==> src/rtl/ped_crossing_ctrl.sv <==
// ped_crossing_ctrl: pedestrian WALK/FLASH sequencer slaved to the vehicle light.
module ped_crossing_ctrl #(
  parameter int WALK_TICKS  = 20,
  parameter int FLASH_TICKS = 10
) (
  input  logic       clk,
  input  logic       rst,
  input  logic       tick,
  input  logic [1:0] light,
  input  logic       ped_btn,
  output logic       walk,
  output logic       dont_walk,
  output logic [5:0] countdown,
  output logic       req_pending,
  output logic       abort
);
  typedef enum logic [2:0] {DARK, IDLE, WAIT, WALK, FLASH} state_t;
  state_t state_q, state_d;
  logic [1:0] light_q;
  logic [5:0] cnt_q, cnt_d, cd_q, cd_d;
  logic req_q, req_d, walk_q, walk_d, dw_q, dw_d, abort_q, abort_d;
  logic red_entry, red_exit;
  always_comb begin
    red_entry = light == 2'b01 && light_q != 2'b01;
    red_exit  = light_q == 2'b01 && light[1];
    state_d = state_q;
    cnt_d = cnt_q;
    req_d = req_q;
    abort_d = 1'b0;
    if (light == 2'b00) begin
      state_d = DARK;
      cnt_d = '0;
      req_d = 1'b0;
    end else begin
      case (state_q)
        DARK: state_d = IDLE;
        IDLE: if (ped_btn) begin
          state_d = red_entry ? WALK : WAIT;
          cnt_d = red_entry ? 6'(WALK_TICKS) : '0;
          req_d = !red_entry;
        end
        WAIT: if (red_entry) begin
          state_d = WALK;
          cnt_d = 6'(WALK_TICKS);
          req_d = 1'b0;
        end
        WALK, FLASH: begin
          req_d = req_q | ped_btn;
          if (red_exit) begin
            state_d = req_d ? WAIT : IDLE;
            cnt_d = '0;
            abort_d = 1'b1;
          end else if (tick) begin
            cnt_d = cnt_q == 6'd0 ? 6'd0 : cnt_q - 6'd1;
            if (cnt_q <= 6'd1) begin
              state_d = state_q == WALK ? FLASH : (req_d ? WAIT : IDLE);
              cnt_d = state_q == WALK ? 6'(FLASH_TICKS) : 6'd0;
            end
          end
        end
        default: state_d = DARK;
      endcase
    end
    // outputs are computed from the next state so they register together with it
    walk_d = state_d == WALK;
    dw_d = (state_d == IDLE || state_d == WAIT) ? 1'b1 :
           state_d == FLASH ? (state_q != FLASH ? 1'b1 : dw_q ^ tick) : 1'b0;
    cd_d = state_d == FLASH ? cnt_d : 6'd0;
  end
  always_ff @(posedge clk) begin
    if (!rst) begin
      state_q <= DARK;
      light_q <= 2'b00;
      cnt_q <= '0;
      cd_q <= '0;
      req_q <= 1'b0;
      walk_q <= 1'b0;
      dw_q <= 1'b0;
      abort_q <= 1'b0;
    end else begin
      state_q <= state_d;
      light_q <= light;
      cnt_q <= cnt_d;
      cd_q <= cd_d;
      req_q <= req_d;
      walk_q <= walk_d;
      dw_q <= dw_d;
      abort_q <= abort_d;
    end
  end
  assign walk = walk_q;
  assign dont_walk = dw_q;
  assign countdown = cd_q;
  assign req_pending = req_q;
  assign abort = abort_q;
endmodule

==> config.mk <==
export PLATFORM = sky130hd
export DESIGN_NAME = ped_crossing_ctrl
export DESIGN_NICKNAME = d
export VERILOG_FILES = /design/src/rtl/ped_crossing_ctrl.sv
export SDC_FILE = /design/constraint.sdc
export NUM_CORES = 1
export LEC_CHECK = 0
export CAP_MARGIN = 20
export CORE_MARGIN = 5
export CORE_UTILIZATION = 53
export DETAILED_ROUTE_END_ITERATION = 10
export PLACE_DENSITY = 0.87
export SYNTH_ARGS = -nofsm -noshare
export SYNTH_HDL_FRONTEND = slang
export SYNTH_SLANG_ARGS = --single-unit
==> constraint.sdc <==
create_clock -name clk -period 2.4 [get_ports clk]
set_input_delay 0.48 -clock clk [delete_from_list [all_inputs] [get_ports clk]]
set_output_delay 0.48 -clock clk [all_outputs]
set_load 0.005 [all_outputs]
=== Word-level counts from Yosys, hierarchy flattened ===
Index checks and enable logic that the tools add are counted.

* Register bits after elaboration: 21
* Bits of input ports: 6
* Output and inout port bits: 10
* Logic and storage cells: 68

* $add $sub $neg: 1
* $lt $le $gt $ge: 1
* Eq/ne operators: 14
* Mux-type cells: 27
* Bitwise logic cells: 4
* Reduce and logical (&&, ||, !) cells: 13

{| class="wikitable"
|+ Operator list
! operator !! count
|-
| 2-to-1 mux 6 bit || 7
|-
| 2-to-1 mux 3 bit || 7
|-
| case mux 6 bit (3 select lines) || 1
|-
| == test 3 x 2 -> 1 bit (second input constant) || 4
|-
| case mux 3 bit (4 select lines) || 1
|-
| 2-to-1 mux 1 bit || 7
|-
| == test 3 x 1 -> 1 bit (second input constant) || 2
|-
| == test 3 bit (second input constant) || 2
|-
| <= comparator 6 x 1 -> 1 bit (second input constant) || 1
|-
| logical NOT 6 bit || 1
|-
| subtractor 6 x 1 -> 6 bit (second input constant) || 1
|-
| 2-to-1 mux 5 bit || 1
|-
| == test 2 x 1 -> 1 bit (second input constant) || 2
|-
| 2-to-1 mux 4 bit || 1
|-
| != test 2 bit (second input constant) || 2
|-
| OR reduction 2 bit || 2
|-
| logical NOT 3 bit || 1
|-
| != test 3 bit (second input constant) || 1
|-
| case mux 1 bit (3 select lines) || 1
|-
| AND reduction 3 bit || 1
|-
| nonzero test 3 bit || 1
|-
| OR reduction 3 bit || 1
|-
| logical AND 1 bit || 2
|-
| logical NOT 2 bit || 1
|-
| other kinds (8) || 9
|}

=== Depth between registers and ports, before layout ===
Gate-level depths: netlist (run 1).

* Depth after elaboration: 11
* Depth in mapped cells: 8
* Mapped depth without buffers: 8

=== Worst setup path before layout (run 1) ===
Ideal clock, no wire load.

* Kind: register -> register
* From: register cnt_q[0]
* To: register dw_q, in the netlist dont_walk
* Setup time: 88 ps
* Data arrival time: 1761 ps
* Required time: 2312 ps
* Setup slack: 551 ps
* Stages on the path, launching flop included: 9
* Buffers on the path: 0
* Clock period less this slack: 1849 ps
* Cell sequence: dfxtp_1 > inv_1 > ha_1 > or2_1 > and3_2 > nor3_2 > a211oi_2 > xnor2_1 > o32ai_2

* Cells in the longest elaborated chain, start to end: 9
* Elaborated cells on any way between the ends: 12
* Classes of those cells: order compare (1); eq/ne (3); mux (7); reduce/logical (1)

{| class="wikitable"
|+ Ends and longest elaborated chain
! item !! RTL line !! RTL
|-
| start: declaration || 20 || <nowiki>logic [5:0] cnt_q, cnt_d, cd_q, cd_d;</nowiki>
|-
| start signal: assignment || 83 || <nowiki>cnt_q <= cnt_d;</nowiki>
|-
| <= comparator 6 x 1 -> 1 bit * || 55 || <nowiki>if (cnt_q <= 6'd1) begin</nowiki>
|-
| 2-to-1 mux 3 bit * || 55 ||
|-
| 2-to-1 mux 3 bit * || 53 || <nowiki>end else if (tick) begin</nowiki>
|-
| 2-to-1 mux 3 bit * || 49 || <nowiki>if (red_exit) begin</nowiki>
|-
| case mux 3 bit (4 select lines) * || 35 || <nowiki>case (state_q)</nowiki>
|-
| 2-to-1 mux 3 bit * || 30 || <nowiki>if (light == 2'b00) begin</nowiki>
|-
| == test 3 bit, or another cell as far along || 67 || <nowiki>state_d == FLASH ? (state_q != FLASH ? 1'b1 : dw_q ^ tick) : 1'b0;</nowiki>
|-
| 2-to-1 mux 1 bit or logical OR 1 bit (tied branches) || 67, 66 ||
|-
| 2-to-1 mux 1 bit * || 66 || <nowiki>dw_d = (state_d == IDLE || state_d == WAIT) ? 1'b1 :</nowiki>
|-
| end signal: assignment || 87 || <nowiki>dw_q <= dw_d;</nowiki>
|-
| end: declaration || 21 || <nowiki>logic req_q, req_d, walk_q, walk_d, dw_q, dw_d, abort_q, abort_d;</nowiki>
|}

Every way passes the cells marked *; elsewhere a longest branch is shown, timed or not.
A chain may end at the register's enable or synchronous reset.

=== Worst setup path in the final report (run 1) ===
Ends and elaborated chain as after synthesis.

==> key figures, run 1 <==
Critical path
  – Setup crit start: cnt_q[0]
  – Worst EP arrival: 2.36 ns
  – Setup Crit Path Kind: flip-flop to flip-flop
  – CP Max Fanout: 5
  – Worst setup EP type: flip-flop
  – R2r setup slk: 0.28 ns
  – Reg2Reg Capture Point: dont_walk
  – Worst r2r src: cnt_q[0]
  – Worst setup SP type: flip-flop
  – R2R depth: 8
  – Required @ worst endpoint: 2.64 ns

Clock network
  – CTS tree: yes
  – Clock Latency Late Sink: 0.32 ns
  – Clk pin slew, worst setup/hold paths: 0.12 ns
  – Inserted Clock Buffers: 3
  – Hold_buf cts: 0
  – Clk buf depth: 2
  – # resized after CTS: 0
  – Sink Count: 21
  – H-Tree Depth: 1
  – Setup Fix Bufs, Post-CTS: 0
  – Clock Root Buffer: clkbuf_4

Die
  – Row count: 16
  – # IOs: 16
  – Initial core utilization: 0.568
  – Die Ht: 56.6 um
  – Core area: 2020 um^2
  – Die Area: 3200 um^2
  – Die width: 56.6 um

Synthesis
  – Synth top area share: 0.366
  – Syn Area/Cell: 8.57 um^2
  – Seq/Total Area, Yosys: 0.366
  – Synth area leaders: dfxtp_1 37%, nor2_1 4.9%, o21ai_0 4.4%, ha_1 3.3%, a21oi_1 3.1%
  – Synth Instances: 134
  – Post-synth EDFFs: 0
  – Synth unique cells: 48
  – Top_reg_cell synth: dfxtp_1
  – Yosys top cell by area: dfxtp_1
  – Netlist Area Pre-Place: 1150 um^2
  – Async SR Flop Fraction: 0
  – FF+latch count, synth: 21
  – Post-Syn Nets: 143
  – Yosys warning total: 0

Layout
  – Most frequent cells in the layout: 21 x dfxtp_1, 15 x nor2_1, 15 x clkdlybuf4s50_1
  – Most common cell after layout, fill and taps aside: dfxtp_1
  – Share of layout cells above drive strength 1: 0.126
  – Inserted Diodes: 0
  – Finished Core Util: 0.670
  – Nets@finish: 161
  – Synth-to-Final Area Change: 18.0%

Job
  – Max Cap Viol: 0

Drt
  – Initial DRC count: 30
  – Vias: 1051
  – Drt drc: 0
  – Final WL: 2600 um
  – Antenna Nets Post-Route: 0
  – Routed WL per cell: 14.6 um
  – Via/cell ratio: 5.90
  – Router iterations before antenna repair: 5

Timing
  – Hold Fails Final Rpt: 0
  – Skew final: 0.0129 ns
  – Final Cycle Share: 0.885
  – Fin. max-slew vios: 0
  – Slew @ Worst Pin: 0.415 ns
  – Setup_tns: 0 ns
  – Max transition margin: 0.722
  – Unrepaired setup endpoints after global routing: no
  – Final setup margin: 0.276 ns
  – Final setup vio count: 0
  – F_max: 471 MHz
  – Fin crit period: 2.12 ns

Global route
  – Gr usage total: 0.163
  – Antenna violations before repair: 0
  – First-pass GRT wire length: 4170 um
  – Number of global-route vias before repair: 936
  – Largest net degree at the start of global routing: 13
  – Grt total ovfl: 0

Power
  – Peak VDD IR: 0.000359 V
  – Power Internal: 0.000472 W
  – Sw Ratio: 0.276
  – Sequential power share: 0.570
  – Combinational power share: 0.162
  – Clk network pwr share: 0.268
  – Sw power: 0.000180 W
  – Power Density: 481 nW/um^2
  – Pleak: 0.497 nW

Status
  – Status: complete, no violations

Min path
  – Hold_sp: cnt_q[1]
  – WHS Endpoint: countdown[1]
  – WHS Path Cells: 2
  – Type of the worst min-delay path: flip-flop to flip-flop

Place
  – I/O Buffers: 15
  – Post-Place Worst Slack: 0.170 ns
  – Placer's final routability congestion estimate: 0.860
  – DP HPWL: 1960 um
-- cell families (layout without fill, tap and decap cells) --
logic type / Yosys count / in the layout / synth area share
buf+inv: 11 / 28 / 0.0436
compound gates: 43 / 43 / 0.264
mux: 1 / 1 / 0.00871
flops: 21 / 21 / 0.366
simple gates: 52 / 52 / 0.263
fa+ha+maj: 3 / 3 / 0.0327
xor+xnor: 3 / 3 / 0.0229
-- cell type report --
class	count	area, um^2
well taps	27	33.8
multi-input cells	102	678
clock inverters	1	5.00
fillers	169	667
flip-flops and latches	21	420
clock buffers	3	22.5
repair buffers	18	173
inverters	6	22.5
-- Yosys cell counts, types with 3 or more instances --
master and count:
a21oi_1 7, nor2_1 15, nand4_1 3, nand2b_1 4, dfxtp_1 21, nor3_1 4, o21a_1 3, inv_1 6
a31oi_1 3, nand2_1 6, a21o_1 3, o21ai_0 10, o21ai_1 3, and2_1 3, ha_1 3
-- flip-flops by register name, summed over array words and instances (netlist names) --
register / flops
abort: 1
cnt_q: 6
countdown: 6
dont_walk: 1
light_q: 2
req_pending: 1
state_q: 3
walk: 1
-- worst max-delay path: stages, from the launching register on --
cell	delay, ns
dfxtp_1	0.42
inv_1	0.11
ha_1	0.25
or2_1	0.27
and3_2	0.25
nor3_2	0.27
a211oi_2	0.10
xnor2_1	0.16
o32ai_2	0.21
-- per-layer routing --
metal | share of wire | vias to the layer above | track usage
met5 | 0 | - | 0
met4 | 0.031 | 0 | 0.0915
met3 | 0.064 | 9 | 0.0367
met2 | 0.48 | 39 | 0.272
met1 | 0.43 | 484 | 0.188
li1 | - | 519 | -
-- stage by stage --
step           area, um^2  power [W]  cells  hold WS [ns]
6_report             1360   0.000652    178         0.538
5_1_grt              1360   0.000681    178         0.568
4_1_cts              1360   0.000658    178         0.537
3_5_place_dp         1330   0.000483    174         0.518
3_3_place_gp         1330   0.000481    174         0.510
2_1_floorplan        1150   0.000446    134         0.484
-- how the worst max path moves through the flow --
stage | endpoint | slack, ns | depth (start not counted)
detailed placement | countdown[5] | 0.17 | 7
finish | dont_walk | 0.28 | 8
floorplan | dont_walk | 0.55 | 8
CTS | dont_walk | 0.27 | 8
global route | dont_walk | 0.15 | 8
global placement | countdown[5] | 0.17 | 7
-- power by group through the flow --
stage / logic (W) / registers [W] / clock network, W
2_1_floorplan: 0.0000733 / 0.000372 / 0
3_3_place_gp: 0.000102 / 0.000378 / 0
3_5_place_dp: 0.000104 / 0.000379 / 0
4_1_cts: 0.000105 / 0.000371 / 0.000182
5_1_grt: 0.000115 / 0.000373 / 0.000194
6_report: 0.000106 / 0.000372 / 0.000175
Power figures use the tool's default switching activity.
==> run 2: changes to the inputs <==
MAX_ROUTING_LAYER = met4   (was unset)
==> run 2 against run 1 <==
First-iteration DRC count increased to 3.0 times the previous value; register-to-register slack worse by 0.04 ns; utilization unchanged; cell count stayed put; final area unchanged; power shrank 0.52%; sequential share of layout area is the same; global-route usage grew 2.1 points; flip-flop and latch count is the same; clock-buffer cell count unchanged; maximum frequency decreased by 1.7%; hold slack worse by 0.0059 ns; critical endpoint unchanged; largest power group unchanged.
==> key figures, run 2 (same netlist as run 1, synthesis figures left out) <==
Global route
  – Global routing usage on met3: 0.0367 (unchanged)
  – First-pass GRT wire length: 4590 um (+10%)
  – Largest net degree at the start of global routing: 13 (unchanged)
  – Met1 Resource Use GR: 0.221 (+0.0328)
  – Grt total ovfl: 0 (unchanged)
  – Gr usage total: 0.183 (+0.0207)
  – Met2 usage: 0.292 (+0.0198)
  – Global route hottest layer: met2
  – Antenna violations before repair: 0 (unchanged)
  – Number of global-route vias before repair: 1026 (+9.6%)

Drt
  – Initial DRC count: 89 (+200%)
  – Via/cell ratio: 6.07 (+2.8%)
  – Routed WL per cell: 15.2 um (+4.1%)
  – Final WL: 2710 um (+4.1%)
  – Drt drc: 0 (unchanged)
  – Antenna Nets Post-Route: 0 (unchanged)
  – Vias: 1080 (+2.8%)
  – Router iterations before antenna repair: 4 (-1)

Clock network
  – Hold_buf cts: 0 (unchanged)
  – CTS tree: yes
  – Sink Count: 21 (unchanged)
  – Clock Root Buffer: clkbuf_4
  – Clk buf depth: 2 (unchanged)
  – Setup Fix Bufs, Post-CTS: 0 (unchanged)
  – Clk pin slew, worst setup/hold paths: 0.12 ns (about the same)
  – # resized after CTS: 0 (unchanged)
  – H-Tree Depth: 1 (unchanged)
  – Inserted Clock Buffers: 3 (unchanged)
  – Clock Latency Late Sink: 0.31 ns (about the same)

Power
  – Pleak: 0.497 nW (unchanged)
  – Sw power: 0.000177 W (-1.8%)
  – Sequential power share: 0.572 (+0.002)
  – Power Density: 479 nW/um^2 (-0.52%)
  – Sw Ratio: 0.273 (-0.00345)
  – Clk network pwr share: 0.262 (-0.006)
  – Peak VDD IR: 0.000414 V (+15%)
  – Power Internal: 0.000472 W (about the same)
  – Combinational power share: 0.166 (+0.004)

Layout
  – Nets@finish: 161 (unchanged)
  – Most frequent cells in the layout: 21 x dfxtp_1, 15 x nor2_1, 15 x clkdlybuf4s50_1
  – Fin cells: 178 (unchanged)
  – Layout fillers: 175 (+3.6%)
  – Most common cell after layout, fill and taps aside: dfxtp_1
  – Share of layout cells above drive strength 1: 0.126 (unchanged)
  – Inserted Diodes: 0 (unchanged)
  – Synth-to-Final Area Change: 18.0% (unchanged)

Die
  – Row count: 16 (unchanged)
  – Die width: 56.6 um (unchanged)
  – Die Area: 3200 um^2 (unchanged)
  – Core area: 2020 um^2 (unchanged)
  – Die Ht: 56.6 um (unchanged)
  – Initial core utilization: 0.568 (unchanged)
  – # IOs: 16 (unchanged)

Critical path
  – Crit-path cells: inv_1 -> ha_1 -> or2_1 -> and3_2 -> nor3_2 -> a211oi_2 -> xnor2_1 -> o32ai_2
  – Worst setup SP type: flip-flop
  – Worst r2r src: cnt_q[0]
  – Required @ worst endpoint: 2.62 ns (-0.02 ns)
  – Slowest cell on the critical path: dfxtp_1
  – Setup Crit Path Kind: flip-flop to flip-flop
  – CP Max Fanout: 5 (unchanged)
  – CP peak stage delay: 0.42 ns (about the same)
  – R2r setup slk: 0.24 ns (-0.04 ns)
  – R2R depth: 8 (unchanged)
  – Reg2Reg Capture Point: dont_walk
  – Worst setup EP type: flip-flop
  – Worst EP arrival: 2.38 ns (+0.02 ns)

Timing
  – Final Cycle Share: 0.900 (+0.0155)
  – Skew final: 0.0132 ns (+0.000272 ns)
  – Hold Fails Final Rpt: 0 (unchanged)
  – Unrepaired setup endpoints after global routing: no
  – F_max: 463 MHz (-1.7%)
  – Setup_tns: 0 ns (unchanged)
  – Final setup vio count: 0 (unchanged)
  – Slew @ Worst Pin: 0.398 ns (-0.0165 ns)
  – Final setup margin: 0.239 ns (-0.0371 ns)
  – Fin. max-slew vios: 0 (unchanged)
  – Max transition margin: 0.733 (+0.0110)
  – Fin crit period: 2.16 ns (+0.0371 ns)

Place
  – Placer's final routability congestion estimate: 0.886 (+3.0%)
  – Post-Place Worst Slack: 0.159 ns (-0.0111 ns)
  – DP Cell Count: 174 (unchanged)
  – DP HPWL: 2050 um (+4.5%)
  – I/O Buffers: 15 (unchanged)

Status
  – Status: complete, no violations

Min path
  – Hold_sp: cnt_q[1]
  – Type of the worst min-delay path: flip-flop to flip-flop
  – WHS Endpoint: cnt_q[1]
  – WHS Path Cells: 2 (unchanged)

Job
  – Max Cap Viol: 0 (unchanged)
## run 2: cell counts in the layout (fill, tap and decap cells not counted)
No cell type changed its count.
## run 2: final cells by class
class,instances,area (um^2),area share
tap,27,33.8,0.0249
timing repair buffer,18,173,0.127
clock inverter,1,5.00,0.00369
inverter,6,22.5,0.0166
clock buffer,3,22.5,0.0166
sequential,21,420,0.310
multi-input combinational,102,678,0.500
## run 2: worst max-delay path by stage
stage,start,endpoint,slack [ns],cells past startpoint
after floorplan,cnt_q[0],dont_walk,0.55,8
after global placement,ped_btn,countdown[5],0.17,7
after detailed placement,ped_btn,countdown[5],0.16,7
after CTS,cnt_q[0],dont_walk,0.29,8
after global routing,cnt_q[0],dont_walk,0.14,8
final,cnt_q[0],dont_walk,0.24,8
## run 2: routing by layer
metal	wire length, um	part of all wire
met2	1330	0.49
met1	1090	0.40
met3	210	0.078
met5	0	0
met4	73	0.027
## run 2: worst max-delay path: cells and delay by family, from the launching register on
family / cells / cell delay (ns)
adder cells (fa/ha/maj): 1 / 0.25
AND/OR/NAND/NOR: 3 / 0.79
flip-flops: 1 / 0.42
XOR/XNOR: 1 / 0.17
AO/OA/AOI/OAI: 2 / 0.34
buffers and inverters: 1 / 0.10
## run 2: power groups by stage
stage                     combinational [W]  sequential (W)  clock [W]
after global placement             0.000102        0.000378          0
after CTS                          0.000106        0.000371   0.000176
after detailed placement           0.000105        0.000379          0
final                              0.000108        0.000371   0.000170
after floorplan                   0.0000733        0.000372          0
after global routing               0.000118        0.000373   0.000192
## run 2: through the flow
| stage | util | power (W) | hold WS (ns) | cell area [um^2] |
|---|---|---|---|---|
| 6_report | 0.670 | 0.000649 | 0.532 | 1360 |
| 2_1_floorplan | - | 0.000446 | 0.484 | 1150 |
| 3_3_place_gp | 0.657 | 0.000481 | 0.511 | 1330 |
| 4_1_cts | 0.670 | 0.000653 | 0.526 | 1360 |
| 5_1_grt | 0.670 | 0.000684 | 0.562 | 1360 |
| 3_5_place_dp | 0.657 | 0.000484 | 0.510 | 1330 |
